## src/rtl/vga_pixel_fetch_pkg.sv

```systemverilog
// -----------------------------------------------------------------------------
// vga_pixel_fetch_pkg
// Shared definitions for the VGA pixel fetch block: default geometry, coordinate
// and colour widths, FSM state encodings, the layout of the aligned-control
// delay tap and the RGB field positions inside the 24-bit palette word.
// No ports (package).
// -----------------------------------------------------------------------------
package vga_pixel_fetch_pkg;

  localparam int DEF_H_ACTIVE  = 800;
  localparam int DEF_V_ACTIVE  = 600;
  localparam int DEF_ADDR_W    = 19;
  localparam int DEF_FETCH_LAT = 2;

  localparam int COORD_W = 11;
  localparam int RGB_W   = 24;

  // Two-state lock FSM, kept as plain constants for older tool flows.
  localparam logic [0:0] ST_UNLOCKED = 1'b0;
  localparam logic [0:0] ST_LOCKED   = 1'b1;

  // Palette word is {R,G,B}.
  localparam int RED_LSB   = 16;
  localparam int GREEN_LSB = 8;
  localparam int BLUE_LSB  = 0;

  // Control bits that travel together through the latency-matching delay line.
  typedef struct packed {
    logic frame_start;
    logic blank_n;
    logic hs;
    logic vs;
  } tap_t;

  // Idle values: no frame start, blanked, syncs de-asserted (high).
  localparam tap_t TAP_RESET = '{frame_start: 1'b0, blank_n: 1'b0, hs: 1'b1, vs: 1'b1};

  function automatic logic [7:0] rgb_field(input logic [RGB_W-1:0] rgb, input int lsb);
    return rgb[lsb +: 8];
  endfunction

endpackage

```

## src/rtl/vga_pixel_fetch_if.sv

```systemverilog
// -----------------------------------------------------------------------------
// vga_pixel_fetch_if
// Bundles the sync-generator inputs, the framebuffer/palette read path and the
// aligned DAC-side outputs of the pixel fetch block.
//   slave  : the pixel fetch block's view (takes sync + rgb_in, drives the rest)
//   master : the surrounding system's view (sync generator, RAMs, DAC)
// Signals: in_blank_n, in_hs, in_vs, in_pixel_h, in_pixel_v, mem_addr,
//          mem_rd_en, rgb_in, blank_n, HS, VS, red, green, blue, frame_start,
//          sync_err, err_cnt.
// -----------------------------------------------------------------------------
interface vga_pixel_fetch_if
  import vga_pixel_fetch_pkg::*;
#(
  parameter int ADDR_W = DEF_ADDR_W
);

  logic               in_blank_n;
  logic               in_hs;
  logic               in_vs;
  logic [COORD_W-1:0] in_pixel_h;
  logic [COORD_W-1:0] in_pixel_v;

  logic [ADDR_W-1:0]  mem_addr;
  logic               mem_rd_en;
  logic [RGB_W-1:0]   rgb_in;

  logic               blank_n;
  logic               HS;
  logic               VS;
  logic [7:0]         red;
  logic [7:0]         green;
  logic [7:0]         blue;
  logic               frame_start;
  logic               sync_err;
  logic [7:0]         err_cnt;

  modport slave (
    input  in_blank_n, in_hs, in_vs, in_pixel_h, in_pixel_v, rgb_in,
    output mem_addr, mem_rd_en, blank_n, HS, VS, red, green, blue,
           frame_start, sync_err, err_cnt
  );

  modport master (
    output in_blank_n, in_hs, in_vs, in_pixel_h, in_pixel_v, rgb_in,
    input  mem_addr, mem_rd_en, blank_n, HS, VS, red, green, blue,
           frame_start, sync_err, err_cnt
  );

endinterface

```

## src/rtl/vga_pixel_fetch_delay_line.sv

```systemverilog
// -----------------------------------------------------------------------------
// vga_pixel_fetch_delay_line
// Fixed-depth shift register; reset loads every stage with RESET_VAL so the
// output shows idle values until real data has travelled the full depth.
// Ports:
//   clk    in   1      clock
//   reset  in   1      synchronous, active-high flush
//   din    in   WIDTH  data entering stage 0
//   dout   out  WIDTH  data leaving the last stage, DEPTH cycles later
// -----------------------------------------------------------------------------
module vga_pixel_fetch_delay_line #(
  parameter int               WIDTH     = 4,
  parameter int               DEPTH     = 4,
  parameter logic [WIDTH-1:0] RESET_VAL = '0
) (
  input  logic             clk,
  input  logic             reset,
  input  logic [WIDTH-1:0] din,
  output logic [WIDTH-1:0] dout
);

  logic [WIDTH-1:0] taps [DEPTH];

  // Shift one stage per clock; reset flushes the whole line at once.
  always_ff @(posedge clk) begin
    if (reset) begin
      for (int i = 0; i < DEPTH; i++) taps[i] <= RESET_VAL;
    end else begin
      taps[0] <= din;
      for (int i = 1; i < DEPTH; i++) taps[i] <= taps[i-1];
    end
  end

  assign dout = taps[DEPTH-1];

endmodule

```

## src/rtl/vga_pixel_fetch.sv

```systemverilog
// -----------------------------------------------------------------------------
// vga_pixel_fetch
// Turns the sync generator's next-pixel coordinates into framebuffer read
// addresses without a multiplier (row base advances by H_ACTIVE per line,
// column by one per pixel), delays HS/VS/blank_n to line up with the palette
// output, and registers the colour for the DAC. A coordinate sequence that
// disagrees with the internal counters drops the lock; the next frame origin
// re-acquires it.
// Ports:
//   vga_clk  in  1   pixel clock
//   reset    in  1   synchronous, active-high
//   bus      vga_pixel_fetch_if.slave
//            in_blank_n/in_hs/in_vs/in_pixel_h/in_pixel_v  from sync generator
//            mem_addr/mem_rd_en -> framebuffer, rgb_in <- palette
//            blank_n/HS/VS/red/green/blue/frame_start      aligned to DAC
//            sync_err (sticky), err_cnt (saturating)       status
// -----------------------------------------------------------------------------
module vga_pixel_fetch
  import vga_pixel_fetch_pkg::*;
#(
  parameter int H_ACTIVE  = DEF_H_ACTIVE,
  parameter int V_ACTIVE  = DEF_V_ACTIVE,
  parameter int ADDR_W    = DEF_ADDR_W,
  parameter int FETCH_LAT = DEF_FETCH_LAT
) (
  input  logic             vga_clk,
  input  logic             reset,
  vga_pixel_fetch_if.slave bus
);

  // One cycle for the address register, FETCH_LAT through RAM + palette, one
  // for the colour register.
  localparam int                 LAT     = FETCH_LAT + 2;
  localparam logic [ADDR_W-1:0]  STRIDE  = ADDR_W'(H_ACTIVE);
  localparam logic [COORD_W-1:0] H_LIMIT = COORD_W'(H_ACTIVE);
  localparam logic [COORD_W-1:0] V_LIMIT = COORD_W'(V_ACTIVE);

  logic [0:0]         state_q;
  logic [ADDR_W-1:0]  addr_q;
  logic [ADDR_W-1:0]  row_base_q;
  logic [COORD_W-1:0] col_q;
  logic [COORD_W-1:0] line_q;
  logic               rd_en_q;
  logic               sync_err_q;
  logic [7:0]         err_cnt_q;
  logic [RGB_W-1:0]   rgb_q;

  logic vis;
  logic origin;
  logic locked;
  logic mismatch;
  logic fetch;
  tap_t tap_in;
  tap_t tap_out;

  // Classify the incoming pixel. col_q is the column expected next and line_q
  // the row currently being fetched, so a new line must arrive as h==0 with
  // v one past line_q. Coordinates outside the active area are treated as a
  // discontinuity, which also keeps mem_addr inside the framebuffer. The origin
  // always wins so a broken frame can never block re-locking.
  always_comb begin
    vis      = bus.in_blank_n;
    origin   = vis && (bus.in_pixel_h == '0) && (bus.in_pixel_v == '0);
    locked   = (state_q == ST_LOCKED);
    mismatch = 1'b0;
    if (locked && vis && !origin) begin
      if ((bus.in_pixel_h >= H_LIMIT) || (bus.in_pixel_v >= V_LIMIT)) begin
        mismatch = 1'b1;
      end else if (bus.in_pixel_h == '0) begin
        mismatch = (bus.in_pixel_v != (line_q + COORD_W'(1)));
      end else begin
        mismatch = (bus.in_pixel_h != col_q);
      end
    end
    fetch = origin || (locked && vis && !mismatch);

    // The delayed blank is the fetch itself, so blank_n only rises on pixels
    // whose colour really came out of the framebuffer.
    tap_in.frame_start = origin;
    tap_in.blank_n     = fetch;
    tap_in.hs          = bus.in_hs;
    tap_in.vs          = bus.in_vs;
  end

  // Lock FSM, address generation and error bookkeeping. mem_addr simply holds
  // whenever nothing is fetched (blanking, unlocked, or a mismatch cycle).
  always_ff @(posedge vga_clk) begin
    if (reset) begin
      state_q    <= ST_UNLOCKED;
      addr_q     <= '0;
      row_base_q <= '0;
      col_q      <= '0;
      line_q     <= '0;
      rd_en_q    <= 1'b0;
      sync_err_q <= 1'b0;
      err_cnt_q  <= '0;
    end else begin
      rd_en_q <= fetch;
      if (origin) begin
        state_q    <= ST_LOCKED;
        addr_q     <= '0;
        row_base_q <= '0;
        line_q     <= '0;
        col_q      <= COORD_W'(1);
      end else if (mismatch) begin
        state_q    <= ST_UNLOCKED;
        sync_err_q <= 1'b1;
        if (err_cnt_q != 8'hFF) err_cnt_q <= err_cnt_q + 8'd1;
      end else if (fetch) begin
        if (bus.in_pixel_h == '0) begin
          addr_q     <= row_base_q + STRIDE;
          row_base_q <= row_base_q + STRIDE;
          line_q     <= line_q + COORD_W'(1);
          col_q      <= COORD_W'(1);
        end else begin
          addr_q <= addr_q + ADDR_W'(1);
          col_q  <= col_q + COORD_W'(1);
        end
      end
    end
  end

  // Palette output register; the colour is gated by the aligned blank below so
  // stale palette data never leaks out during blanking or while unlocked.
  always_ff @(posedge vga_clk) begin
    if (reset) begin
      rgb_q <= '0;
    end else begin
      rgb_q <= bus.rgb_in;
    end
  end

  vga_pixel_fetch_delay_line #(
    .WIDTH     ($bits(tap_t)),
    .DEPTH     (LAT),
    .RESET_VAL (TAP_RESET)
  ) u_delay (
    .clk   (vga_clk),
    .reset (reset),
    .din   (tap_in),
    .dout  (tap_out)
  );

  assign bus.mem_addr    = addr_q;
  assign bus.mem_rd_en   = rd_en_q;
  assign bus.blank_n     = tap_out.blank_n;
  assign bus.HS          = tap_out.hs;
  assign bus.VS          = tap_out.vs;
  assign bus.frame_start = tap_out.frame_start;
  assign bus.red         = tap_out.blank_n ? rgb_field(rgb_q, RED_LSB)   : 8'd0;
  assign bus.green       = tap_out.blank_n ? rgb_field(rgb_q, GREEN_LSB) : 8'd0;
  assign bus.blue        = tap_out.blank_n ? rgb_field(rgb_q, BLUE_LSB)  : 8'd0;
  assign bus.sync_err    = sync_err_q;
  assign bus.err_cnt     = err_cnt_q;

endmodule
```

## src/flat_wrapper.sv

```systemverilog
// flat-port wrapper written by rule: the top's interface ports become plain ports
module vga_pixel_fetch_flat import vga_pixel_fetch_pkg::*;
#(
  parameter int H_ACTIVE  = DEF_H_ACTIVE,
  parameter int V_ACTIVE  = DEF_V_ACTIVE,
  parameter int ADDR_W    = DEF_ADDR_W,
  parameter int FETCH_LAT = DEF_FETCH_LAT
)
  (vga_clk, reset, bus_in_blank_n, bus_in_hs, bus_in_vs, bus_in_pixel_h, bus_in_pixel_v, bus_rgb_in, bus_mem_addr, bus_mem_rd_en, bus_blank_n, bus_HS, bus_VS, bus_red, bus_green, bus_blue, bus_frame_start, bus_sync_err, bus_err_cnt);
  vga_pixel_fetch_if #(.ADDR_W(ADDR_W)) bus_i ();
  input  logic vga_clk;
  input  logic reset;
  input wire logic [$bits(bus_i.in_blank_n)-1:0] bus_in_blank_n;
  input wire logic [$bits(bus_i.in_hs)-1:0] bus_in_hs;
  input wire logic [$bits(bus_i.in_vs)-1:0] bus_in_vs;
  input wire logic [$bits(bus_i.in_pixel_h)-1:0] bus_in_pixel_h;
  input wire logic [$bits(bus_i.in_pixel_v)-1:0] bus_in_pixel_v;
  input wire logic [$bits(bus_i.rgb_in)-1:0] bus_rgb_in;
  output wire logic [$bits(bus_i.mem_addr)-1:0] bus_mem_addr;
  output wire logic [$bits(bus_i.mem_rd_en)-1:0] bus_mem_rd_en;
  output wire logic [$bits(bus_i.blank_n)-1:0] bus_blank_n;
  output wire logic [$bits(bus_i.HS)-1:0] bus_HS;
  output wire logic [$bits(bus_i.VS)-1:0] bus_VS;
  output wire logic [$bits(bus_i.red)-1:0] bus_red;
  output wire logic [$bits(bus_i.green)-1:0] bus_green;
  output wire logic [$bits(bus_i.blue)-1:0] bus_blue;
  output wire logic [$bits(bus_i.frame_start)-1:0] bus_frame_start;
  output wire logic [$bits(bus_i.sync_err)-1:0] bus_sync_err;
  output wire logic [$bits(bus_i.err_cnt)-1:0] bus_err_cnt;
  assign bus_i.in_blank_n = bus_in_blank_n;
  assign bus_i.in_hs = bus_in_hs;
  assign bus_i.in_vs = bus_in_vs;
  assign bus_i.in_pixel_h = bus_in_pixel_h;
  assign bus_i.in_pixel_v = bus_in_pixel_v;
  assign bus_i.rgb_in = bus_rgb_in;
  assign bus_mem_addr = bus_i.mem_addr;
  assign bus_mem_rd_en = bus_i.mem_rd_en;
  assign bus_blank_n = bus_i.blank_n;
  assign bus_HS = bus_i.HS;
  assign bus_VS = bus_i.VS;
  assign bus_red = bus_i.red;
  assign bus_green = bus_i.green;
  assign bus_blue = bus_i.blue;
  assign bus_frame_start = bus_i.frame_start;
  assign bus_sync_err = bus_i.sync_err;
  assign bus_err_cnt = bus_i.err_cnt;
  vga_pixel_fetch #(.H_ACTIVE(H_ACTIVE), .V_ACTIVE(V_ACTIVE), .ADDR_W(ADDR_W), .FETCH_LAT(FETCH_LAT)) u_core (.vga_clk(vga_clk), .reset(reset), .bus(bus_i));
endmodule
```

## config.mk

```make
export PLATFORM = sky130hd
export DESIGN_NAME = vga_pixel_fetch_flat
export DESIGN_NICKNAME = d
export VERILOG_FILES = /design/src/rtl/vga_pixel_fetch_pkg.sv /design/src/rtl/vga_pixel_fetch_if.sv /design/src/rtl/vga_pixel_fetch_delay_line.sv /design/src/rtl/vga_pixel_fetch.sv /design/src/flat_wrapper.sv
export SDC_FILE = /design/constraint.sdc
export NUM_CORES = 1
export LEC_CHECK = 0
export CELL_PAD_IN_SITES_DETAIL_PLACEMENT = 2
export CELL_PAD_IN_SITES_GLOBAL_PLACEMENT = 2
export CORE_UTILIZATION = 27
export CTS_CLUSTER_SIZE = 10
export DETAILED_ROUTE_END_ITERATION = 10
export HOLD_SLACK_MARGIN = 0.12
export PLACE_DENSITY_LB_ADDON = 0.1
export SYNTH_ARGS = -nofsm -noshare
export SYNTH_HDL_FRONTEND = slang
export SYNTH_SLANG_ARGS = --single-unit
```

## constraint.sdc

```tcl
create_clock -name vga_clk -period 2.6 [get_ports vga_clk]
set_input_delay 0.52 -clock vga_clk [delete_from_list [all_inputs] [get_ports vga_clk]]
set_output_delay 0.52 -clock vga_clk [all_outputs]
set_load 0.1 [all_outputs]
```

---- Word level (Yosys, flattened, before mapping) ----
Memories as Yosys holds them, arrays and structs flattened.
Cells that the tools add are included.
cells by class
  add/subtract/negate cells ............... 5
  order comparisons ....................... 2
  equality and inequality tests ........... 4
  muxes and demuxes ....................... 20
  bitwise operators ....................... 6
  reductions and logical operators ........ 19
operator list
  operator                                               count
  two-way mux 8 bit                                      3
  adder 11 x 1 -> 11 bit, second input constant          2
  >= comparator 11 x 10 -> 1 bit, second input constant  2
  zero test 11 bit                                       2
  != test 11 bit                                         2
  adder 19 x 1 -> 19 bit, second input constant          1
  adder 19 x 10 -> 19 bit, second input constant         1
  two-way mux 19 bit                                     1
  two-way mux 4 bit                                      4
  two-way mux 1 bit                                      11
  two-way mux 11 bit                                     1
  adder 8 x 1 -> 8 bit, second input constant            1
  != test 8 bit, second input constant                   1
  AND reduction 2 bit                                    3
  AND reduction 3 bit                                    2
  logical AND 1 bit                                      5
  OR 1 bit                                               4
  nonzero test 2 bit                                     2
  zero test 1 bit                                        2
  logical OR 1 bit                                       2
  != test 2 x 1 -> 1 bit, second input constant          1
  inverter 1 bit                                         2
  OR reduction 2 bit                                     1
word-level totals
  flip-flop bits (word level) ............. 95
  bits in writable memories ............... 16
  logic and storage cells ................. 67
  memories kept ........................... 1
memories
  name                 depth  width  read ports  clocked after Yosys merged registers in  write ports  line                              text
  u_core.u_delay.taps  4      4      4           0                                        4            vga_pixel_fetch_delay_line.sv:22  logic [WIDTH-1:0] taps [DEPTH];

---- Depth between registers and ports, before layout ----
Gate-level depths: netlist (run 1).
  depth in word-level cells ............... 12
  gate-level depth with buffers ........... 10
  gate-level depth less buffers ........... 9

---- By module ----
Synthesis (run 1) repeated with hierarchy kept, for this count alone.
second synthesis, totals
  cells, all modules ...................... 609
  area total of the unflattened synthesis .. 5230.0 µm²
modules (own cells, without submodules)
  module                      instances  cells each  area each (µm²)  sequential area each (µm²)
  vga_pixel_fetch             1          576         4790.8           1801.7
  vga_pixel_fetch_delay_line  1          33          439.2            320.3

---- Worst setup path after synthesis (run 1) ----
No wires, ideal clock.
  path type ............................... reg2reg
  from .................................... register u_core.addr_q[0] (netlist: u_core.bus.mem_addr[0])
  to ...................................... register u_core.addr_q[18] (netlist: u_core.bus.mem_addr[18])
  arrival time ............................ 2.686 ns
  slack ................................... -0.164 ns
  cell stages (with the launch flop) ...... 9
  path through ............................ dfxtp_1 > ha_1 > nand3_1 > nor3_1 > nand4_1 > nand2b_1 > o21ai_0 > a21oi_1 > nor3_1
on the way
  longest elaborated chain between the ends .. 2
RTL lines
  item                    line                    text
  from (decl)             vga_pixel_fetch.sv:39   logic [ADDR_W-1:0] addr_q;
  from (signal assigned)  vga_pixel_fetch.sv:111  addr_q <= row_base_q + STRIDE;
  from (signal assigned)  vga_pixel_fetch.sv:116  addr_q <= addr_q + ADDR_W'(1);
  adder 19 x 1 -> 19 bit  vga_pixel_fetch.sv:116
  two-way mux 19 bit      vga_pixel_fetch.sv:110  if (bus.in_pixel_h == '0) begin
No other way between the ends.
A chain may end at the register's enable or synchronous reset.

---- Worst setup path after layout (run 1) ----
  from .................................... input port bus_in_pixel_v[1]
  to ...................................... register u_core.addr_q[4] (netlist: u_core.bus.mem_addr[4])
on the way
  longest elaborated chain between the ends .. 9
RTL lines
  item                                                                    line                text
  from (decl)                                                             flat_wrapper.sv:17  input wire logic [$bits(bus_i.in_pixel_v)-1:0] bus_in_pixel_v;
  branches (longest 9 deep; another with >= comparator 11 x 10 -> 1 bit)  -
Several ways; the timed one is not identified.

==> results.sh, run 1 <==
export IMPL_root_buffer="clkbuf_16"
export IMPL_worst_pin_slew_ns=0.656
export IMPL_finClkSkew_ns=0.0102
export IMPL_hold_buffers=0
export IMPL_num_io_pins=108
export IMPL_synth_cell_types=63
export IMPL_cp_arrival_ns=2.88
export IMPL_register_area_mm2=0.00211
export IMPL_drive_gt1_share_pct=32.4
export IMPL_synthCells=610
export IMPL_p_seq_share_pct=48.1
export IMPL_critical_path_class="in -> reg"
export IMPL_multi_input_area_mm2=0.00332
export IMPL_fin_crit_sh_pct=99.6
export IMPL_crit_path_end_kind="flop"
export IMPL_clock_latency_ns=0.36
export IMPL_cap_violations=0
export IMPL_combPwrFrac_pct=7.9
export IMPL_area_delta_synth_final_pct=53.2
export IMPL_crit_fanout=3
export IMPL_die_x_um=140
export IMPL_cts_buffers=9
export IMPL_syn_num_nets=666
export IMPL_min_path_cells=1
export IMPL_maxClockFrequency_mhz=386
export IMPL_grt_pass1_wl_mm=31.1
export IMPL_cp_startpoint="bus_in_pixel_v[1]"
export IMPL_syn_cell_area_mm2=0.00515
export IMPL_total_power_mw=3.40
export IMPL_startpoint_type="input pin"
export IMPL_ir_worst_vdd_mv=0.306
export IMPL_row_count=50
export IMPL_grt_pass1_vias=5728
export IMPL_p_leak_nw=3.06
export IMPL_ctsHtreeMaxLevel=3
export IMPL_required_ns=2.89
export IMPL_avgSynthCellArea_um2=8.45
export IMPL_die_y_um=140
export IMPL_grtUsageTotal_pct=20.3
export IMPL_worst_hold_slack_ns=0.415
export IMPL_ys_ff_latch=105
export IMPL_drtPass1Iterations=4
export IMPL_yosys_top_cells_count="dfxtp_1, nor2_1, nand2_1"
export IMPL_final_nets=859
export IMPL_die_area_mm2=0.0196
export IMPL_core_mm2=0.0187
export IMPL_hold_start="u_core.u_delay.taps[0][0]"
export IMPL_outcome="completed"
export IMPL_drt_iter0_drc=132
export IMPL_fillerInstances=2061
export IMPL_post_route_min_period_ns=2.59
export IMPL_place_hpwl_mm=13.9
export IMPL_setup_ws_ns=0.0116
export IMPL_synth_top_area_share_pct=40.8
export IMPL_synth_most_common_cell="dfxtp_1"
export IMPL_ys_warn_count=0
export IMPL_p_per_area_mw_per_mm2=431
export IMPL_vias=5215
export IMPL_clockBufferDepth=2
export IMPL_reg2reg_depth=11
export IMPL_start_util_pct=27.5
export IMPL_diodes=0
export IMPL_dp_slack_ns=-0.678
export IMPL_internal_power_mw=2.55
export IMPL_ys_async_sr_fraction_pct=0
export IMPL_rsz0062_at_grt="yes"
export IMPL_yosysSeqAreaShare_pct=40.8
export IMPL_regToRegEndpoint="u_core.bus.mem_addr[4]"
export IMPL_regToRegSetupSlack_ns=0.03
export IMPL_grt_ovfl_total=0
export IMPL_final_antenna_net_count=0
export IMPL_grt_antenna_before_repair=0
export IMPL_ys_flop_type="dfxtp_1"
export IMPL_synth_edff_count=0
export IMPL_place_gp_congestion=0.807
export IMPL_yosys_top_cells_area="dfxtp_1, xnor2_1, nor2b_1"
export IMPL_cts_clk_slew_worst_paths_ns=0.08
export IMPL_p_switching_mw=0.849
export IMPL_yosys_area_top_type="dfxtp_1"
export IMPL_viasPerCell=5.00
export IMPL_rr_startpoint="u_core.line_q[0]"
export IMPL_whs_endpoint="u_core.u_delay.taps[1][0]"
export IMPL_portBuffers=107
export IMPL_clockPowerShare_pct=44.0
export IMPL_finalSetupTns_ns=0
export IMPL_cts_tree="done"
export IMPL_routedWlPerCell_um=19.3
export IMPL_drc=0
export IMPL_clkSinkCount=105
export IMPL_worstHoldPathType="reg -> reg"
export IMPL_slew_viol_final=0
export IMPL_power_switching_fraction_pct=25.0
export IMPL_grt_max_degree=40
export IMPL_slew_headroom_pct=56.2
export IMPL_finalSetupViolCount=0
export IMPL_wl_mm=20.1
export IMPL_final_hold_viol_count=0
==> worst max-delay path by stage <==
stage / endpoint / cells after the start / slack [ns]
2_1_floorplan: u_core.bus.mem_addr[18] / 7 / 0.04
3_3_place_gp: u_core.bus.mem_addr[10] / 10 / -0.57
3_5_place_dp: u_core.row_base_q[18] / 10 / -0.68
4_1_cts: u_core.row_base_q[11] / 10 / 0.002
5_1_grt: u_core.col_q[8] / 10 / -0.10
6_report: u_core.bus.mem_addr[4] / 11 / 0.01
==> cell type report <==
class	instances	share of cell area (%)
multi-input cells	470	42.1
clock inverters	7	1.17
repair buffers	210	23.1
well taps	234	3.71
flip-flops and latches	105	26.8
clock buffers	9	2.85
inverters	7	0.333
==> metal layers <==
layer	GRT usage (%)	wire length, um	vias up
met5	0	0	-
met4	5.32	305	0
met3	4.34	637	23
met2	38.0	10800	92
met1	23.2	8320	2588
li1	-	-	2512
==> cells by family after synthesis <==
family                   after synthesis  share of synthesized area [%]
multiplexers                           7                           1.36
AND/OR/NAND/NOR                      280                           29.6
XOR/XNOR                              54                           9.18
adder cells (fa/ha/maj)                5                           1.21
AO/OA/AOI/OAI                        123                           14.8
buffers and inverters                 36                           3.08
flip-flops                           105                           40.8
==> what timing repair did <==
action                     in CTS  in global routing
pin swaps                      20                 21
gates cloned                    2                  1
setup buffers                  15                  6
setup endpoints to repair      63                 55
resized for setup              60                 54
==> power groups by stage <==
stage / clock (mW) / combinational, mW / sequential (mW)
3_5_place_dp: 0 / 0.240 / 1.67
6_report: 1.50 / 0.268 / 1.64
2_1_floorplan: 0 / 0.0730 / 1.67
3_3_place_gp: 0 / 0.232 / 1.67
4_1_cts: 1.54 / 0.254 / 1.64
5_1_grt: 1.59 / 0.289 / 1.64
==> registers in the layout, summed over array words and instances, names as in the netlist <==
| signal | cells |
|---|---|
| u_core.locked | 1 |
| u_core.bus.err_cnt | 8 |
| u_core.col_q | 11 |
| u_core.bus.sync_err | 1 |
| u_core.row_base_q | 14 |
| u_core.bus.mem_addr | 19 |
| u_core.u_delay.taps | 16 |
| u_core.line_q | 11 |
| u_core.rgb_q | 24 |
==> worst max-delay path, stage by stage <==
cell	delay (ns)
clkdlybuf4s50_1	0.46
xor2_2	0.17
a211oi_2	0.16
buf_4	0.17
o211ai_1	0.08
or4_4	0.46
o32ai_4	0.30
and2_4	0.22
buf_6	0.10
o211ai_1	0.09
a21oi_1	0.15
==> cell usage in the layout (no fill, tap or decap), types with 6 or more instances in the layout <==
master           instances
o21ai_0                 29
and2_1                  26
xor2_1                  22
a211oi_1                 7
clkbuf_16                9
dfxtp_2                  8
buf_6                    6
mux2i_1                  7
inv_1                    7
or2_2                   10
nor2_1                  49
dlygate4sd2_1           17
nand3_1                 26
nand2_1                 40
xnor2_1                 27
nor3_2                   7
nor3_1                  15
a21oi_1                 35
dfxtp_1                 97
or3_1                   15
and3_1                   7
nand4_1                  8
buf_4                  145
clkdlybuf4s50_1         29
nor2b_1                 37
==> per-stage QoR <==
stage,util [%],instances,instance area [um2]
2_1_floorplan,-,610,5150
3_3_place_gp,36.8,1002,6890
3_5_place_dp,36.8,1002,6890
4_1_cts,40.6,1035,7590
5_1_grt,42.2,1042,7900
6_report,42.2,1042,7900
No activity file was read; power rests on OpenSTA's default activity.
==> inputs of run 2 (changes only) <==
--- a/config.mk
+++ b/config.mk
@@ -10,8 +10,10 @@
 export CORE_UTILIZATION = 27
 export CTS_CLUSTER_SIZE = 10
 export DETAILED_ROUTE_END_ITERATION = 10
+export GPL_TIMING_DRIVEN = 0
 export HOLD_SLACK_MARGIN = 0.12
 export PLACE_DENSITY_LB_ADDON = 0.1
+export SETUP_SLACK_MARGIN = 0.4
 export SYNTH_ARGS = -nofsm -noshare
 export SYNTH_HDL_FRONTEND = slang
 export SYNTH_SLANG_ARGS = --single-unit
==> results.sh, run 2 (same netlist as run 1, synthesis figures left out) <==
export IMPL_cts_buffers=9
export IMPL_cpPeakStageDelay_ns=0.52
export IMPL_fin_crit_sh_pct=101
export IMPL_slew_viol_final=0
export IMPL_fillerInstances=2007
export IMPL_clockBufferDepth=2
export IMPL_grt_pass1_wl_mm=32.0
export IMPL_cap_violations=0
export IMPL_hold_start="u_core.u_delay.taps[2][0]"
export IMPL_cts_tree="done"
export IMPL_finClkSkew_ns=0.00718
export IMPL_crit_family="simple AND/OR/NAND/NOR gates"
export IMPL_portBuffers=105
export IMPL_rsz0062_at_grt="yes"
export IMPL_critical_path_class="reg -> reg"
export IMPL_regToRegEndpoint="u_core.bus.mem_addr[4]"
export IMPL_drtPass1Iterations=4
export IMPL_min_path_cells=1
export IMPL_hold_buffers=0
export IMPL_slowest_stage="or4_4"
export IMPL_slew_headroom_pct=31.6
export IMPL_p_per_area_mw_per_mm2=396
export IMPL_drive_gt1_share_pct=38.6
export IMPL_worst_pin_slew_ns=1.03
export IMPL_num_io_pins=108
export IMPL_reg2reg_depth=10
export IMPL_die_area_mm2=0.0196
export IMPL_largest_reg_flops=24
export IMPL_cp_arrival_ns=2.92
export IMPL_p_leak_nw=3.07
export IMPL_vias=5220
export IMPL_crit_path_end_kind="flop"
export IMPL_grt_antenna_before_repair=0
export IMPL_stdcell_area_mm2=0.00833
export IMPL_root_buffer="clkbuf_16"
export IMPL_final_cell_mix="dfxtp_1, buf_4, nor2_1, nand2_1, nor2b_1"
export IMPL_finalSetupTns_ns=-0.0388
export IMPL_post_route_min_period_ns=2.64
export IMPL_place_gp_congestion=0.777
export IMPL_regToRegSetupSlack_ns=-0.04
export IMPL_place_area_mm2=0.00672
export IMPL_worstHoldPathType="reg -> reg"
export IMPL_startpoint_type="flop"
export IMPL_finalSetupViolCount=1
export IMPL_ir_worst_vdd_mv=0.327
export IMPL_drc=0
export IMPL_rr_startpoint="u_core.line_q[3]"
export IMPL_setup_ws_ns=-0.0388
export IMPL_layout_commonest_cell="dfxtp_1"
export IMPL_grtUsageTotal_pct=20.8
export IMPL_die_y_um=140
export IMPL_crit_path_cell_trace="buf_4, nand4_2, nor3_2, nor2_1, or4_4, o32ai_4, and2_4, buf_8, o211ai_1, a21oi_1"
export IMPL_start_util_pct=27.5
export IMPL_area_delta_synth_final_pct=61.8
export IMPL_place_hpwl_mm=13.7
export IMPL_clock_latency_ns=0.36
export IMPL_drt_iter0_drc=150
export IMPL_final_hold_viol_count=0
export IMPL_clkSinkCount=105
export IMPL_violations="negative setup slack"
export IMPL_routedWlPerCell_um=20.3
export IMPL_row_count=50
export IMPL_maxClockFrequency_mhz=379
export IMPL_diodes=0
export IMPL_ctsHtreeMaxLevel=3
export IMPL_wl_mm=20.9
export IMPL_required_ns=2.88
export IMPL_viasPerCell=5.07
export IMPL_cts_clk_slew_worst_paths_ns=0.08
export IMPL_grt_ovfl_total=0
export IMPL_final_antenna_net_count=0
export IMPL_largest_register="u_core.rgb_q"
export IMPL_die_x_um=140
export IMPL_final_nets=846
export IMPL_grt_pass1_vias=5751
export IMPL_crit_fanout=8
export IMPL_outcome="finished, violations left"
export IMPL_whs_endpoint="u_core.u_delay.taps[3][0]"
export IMPL_core_mm2=0.0187
export IMPL_grt_max_degree=22
export IMPL_crit_buf_inv=2
-- run 2: cell types whose count changed in the layout (fill, tap and decap cells not counted), moves of 9 or more --
cell / change
buf_4: -95
a21oi_2: +13
dfxtp_1: -10
o21ai_0: -12
clkbuf_4: +9
clkbuf_1: +10
and2_2: +19
and2_1: -20
buf_6: +22
dlygate4sd2_1: +16
clkdlybuf4s15_2: +15
a21oi_1: -14
-- run 2: cell type report --
cell class              count  area (um2)  share of cell area [%]
plain buffers              29         254                    3.05
clock buffers               9         225                    2.70
clock inverters             7        85.1                    1.02
inverters                   7        26.3                   0.315
multi-input cells         470        3720                    44.7
flip-flops and latches    105        2130                    25.6
well taps                 234         293                    3.51
repair buffers            168        1590                    19.1
-- run 2: worst max path at each step --
stage                                  from                endpoint  cells after the start
after floorplan           bus_in_pixel_h[1]  u_core.bus.mem_addr[4]                     10
after global placement    bus_in_pixel_v[5]        u_core.line_q[1]                      8
after detailed placement  bus_in_pixel_v[5]        u_core.line_q[7]                      8
after CTS                  u_core.line_q[0]   u_core.bus.err_cnt[6]                     10
after global routing       u_core.line_q[3]  u_core.bus.mem_addr[6]                      9
final                      u_core.line_q[3]  u_core.bus.mem_addr[4]                     10
-- run 2: power by group --
group	switching (mW)	leakage, nW	internal, mW	total, mW
Clock	0.741	0.147	0.690	1.43
Sequential	0.00474	0.864	1.63	1.63
Combinational	0.125	2.06	0.115	0.240
Total	0.871	3.07	2.43	3.30
-- run 2: per-layer routing --
metal  share of wire, %  global-route usage [%]  up-vias
li1                   -                       -     2502
met1                 42                    23.9     2597
met2                 54                    39.3       98
met3                2.9                    3.35       23
met4                1.8                    6.30        0
met5                  0                       0        -
-- run 2: per-stage QoR --
step | hold slack [ns] | power, mW | util [%] | worst slack, ns | cells
after floorplan | 0.389 | 1.75 | - | 0.179 | 610
after global placement | 0.393 | 1.87 | 35.9 | -1.10 | 949
after detailed placement | 0.402 | 1.87 | 35.9 | -1.09 | 949
after CTS | 0.426 | 3.34 | 42.3 | 0.0457 | 1016
after global routing | 0.442 | 3.44 | 44.6 | -0.162 | 1029
final | 0.420 | 3.30 | 44.6 | -0.0388 | 1029
-- run 2: timing repair --
action | CTS | global route
gates cloned | 3 | 3
setup buffers | 48 | 10
pin swaps | 48 | 34
setup endpoints to repair | 123 | 81
gates resized for setup | 329 | 99
==> inputs of run 3 (changes only) <==
--- a/config.mk
+++ b/config.mk
@@ -14,6 +14,7 @@
 export HOLD_SLACK_MARGIN = 0.12
 export PLACE_DENSITY_LB_ADDON = 0.1
 export SETUP_SLACK_MARGIN = 0.4
+export SLEW_MARGIN = 20
 export SYNTH_ARGS = -nofsm -noshare
 export SYNTH_HDL_FRONTEND = slang
 export SYNTH_SLANG_ARGS = --single-unit
==> results of run 3 <==
No change in the layout: final DEF, timing and power equal those of run 2.
==> variant: new RTL, flow settings as in run 2 <==
The package constant `COORD_W` goes from 11 to 22.
--- a/src/rtl/vga_pixel_fetch_pkg.sv
+++ b/src/rtl/vga_pixel_fetch_pkg.sv
@@ -14,3 +14,3 @@
 
-  localparam int COORD_W = 11;
+  localparam int COORD_W = 22;
   localparam int RGB_W   = 24;
Ports: changed (resized bus_in_pixel_h and bus_in_pixel_v); port bits go from 108 to 130. No check against the original RTL was run, so the function may have changed too.
==> variant against run 2 <==
- the flow still finishes with violations (negative setup slack)
- total power increased by 47%
- routed wire length increased by 36%
- critical endpoint is now u_core.col_q[8]$_SDFFE_PP0P_
- setup slack got worse by 630 ps
- clock power increased by 78%
- design area increased by 26%
- first-iteration DRC count increased by 25%
- combinational power increased by 37%
- synthesized area increased by 25%
- sequential cell count increased by 22
- global-route usage increased by 1.4 points
- highest routed layer unchanged
- non-clock buffer count increased by 43
- cell count increased by 28%
==> variant: results (changes against run 2) <==
critical path fanouts, max - 5 (-3)
Met3 Wirelength - 924 µm (+51%)
Post-Route Utilization - 0.447 (+0.00136)
Crit Reg-Reg Endpoint - u_core.col_q[8]$_SDFFE_PP0P_
dpl ws - -1830 ps (-748 ps)
post-route setup TNS - -45430 ps (-45390 ps)
area of the multi-input gates - 0.00456 mm² (+22%)
Register-to-Register Path Depth - 15 (+5)
GPL Wtd Cong - 0.800 (+2.9%)
top cells by area, synth - dfxtp_1 (39%), xnor2_1 (6.3%), xor2_1 (5.0%)
Via density - 5.09 (+0.41%)
layout cells sized above 1 - 0.382 (-0.00449)
total CTS buffers - 17 (+8)
critical path data arrival time - 3580 ps (+660 ps)
post-detail-place hpwl - 17.8 mm (+30%)
final worst slack - -671 ps (-632 ps)
Filler Cells Inserted - 2493 (+24%)
clk tree area frac - 0.0588 (+0.0216)
Crit path largest cell delay - 490 ps (-30 ps)
Worst-Skew Late Latency - 430 ps (+70 ps)
met2 WL - 15.1 mm (+34%)
placed instance area - 0.00826 mm² (+23%)
VDD IR max - 0.403 mV (+23%)
violated checks - negative setup slack
Post-Syn Instances - 759 (+24%)
Internal - 3.59 mW (+48%)
fraction of area in non-clock buffers - 0.219 (-0.00293)
commonest cells in the netlist - dfxtp_1 (127), nor2_1 (61), and2_1 (47), xnor2_1 (46), nand2_1 (44)
dpl cells - 1205 (+27%)
drt wl/cell - 21.8 µm (+7.0%)
status - finished with violations
Buffers on Ports - 127 (+21%)
reg2reg start - u_core.line_q[0]$_SDFFE_PP0P_
CP max-delay cell - clkdlybuf4s50_1
CP delay by family, top - buffers and inverters
actual slew at the worst max-slew pin - 1000 ps (-27.8 ps)
Seq area share - 0.246 (-0.0103)
fin cells - 1312 (+28%)
P_comb - 330 µW (+37%)
Non-clk bufs - 240 (+22%)
Multi-In Gates - 583 (+24%)
Setup Viol. Count Final - 88 (+87)
initial DRC count - 188 (+25%)
syn_nets - 838 (+26%)
-- variant: cell types whose count changed after synthesis, moves of 12 or more --
| cell | change |
|---|---|
| nor4_1 | +13 |
| nand3_1 | +14 |
| xnor2_1 | +16 |
| o21ai_0 | -12 |
| dfxtp_1 | +22 |
| xor2_1 | +13 |
| nand4_1 | +14 |
| and2_1 | +19 |
| o21ai_1 | +16 |
-- variant: cells by family (layout without fill, tap and decap cells) --
logic type / after synthesis / in the layout / synth area share
xor+xnor: 84 / 84 / 0.115
buf+inv: 49 / 283 / 0.0334
simple gates: 366 / 366 / 0.319
compound gates: 118 / 118 / 0.112
fa+ha+maj: 6 / 6 / 0.0116
flops: 127 / 127 / 0.394
mux: 9 / 9 / 0.0142
-- variant: how the worst max path moves through the flow --
stage                     cells after the start                           from  slack (ps)                                  to
after global routing                         14  u_core.line_q[6]$_SDFFE_PP0P_        -830        u_core.col_q[7]$_SDFFE_PP0P_
after CTS                                    12  u_core.line_q[2]$_SDFFE_PP0P_        -530        u_core.col_q[5]$_SDFFE_PP0P_
after floorplan                              11  u_core.line_q[8]$_SDFFE_PP0P_        -280        u_core.col_q[5]$_SDFFE_PP0P_
final                                        15             bus_in_pixel_v[21]        -670        u_core.col_q[8]$_SDFFE_PP0P_
after detailed placement                     10             bus_in_pixel_v[11]       -1830  u_core.bus.err_cnt[5]$_SDFFE_PP0P_
after global placement                       10             bus_in_pixel_v[11]       -1830  u_core.bus.err_cnt[5]$_SDFFE_PP0P_
-- variant: per-layer routing --
metal  track usage  vias to the layer above
met3        0.0382                       42
met1         0.259                     3384
li1              -                     3126
met5             0                        -
met4        0.0668                        0
met2         0.412                      131
-- variant: what timing repair did --
action,in CTS,in global routing
setup endpoints to repair,146,108
cloned,6,0
pin swaps,59,35
resized for setup,395,95
setup buffers,44,25
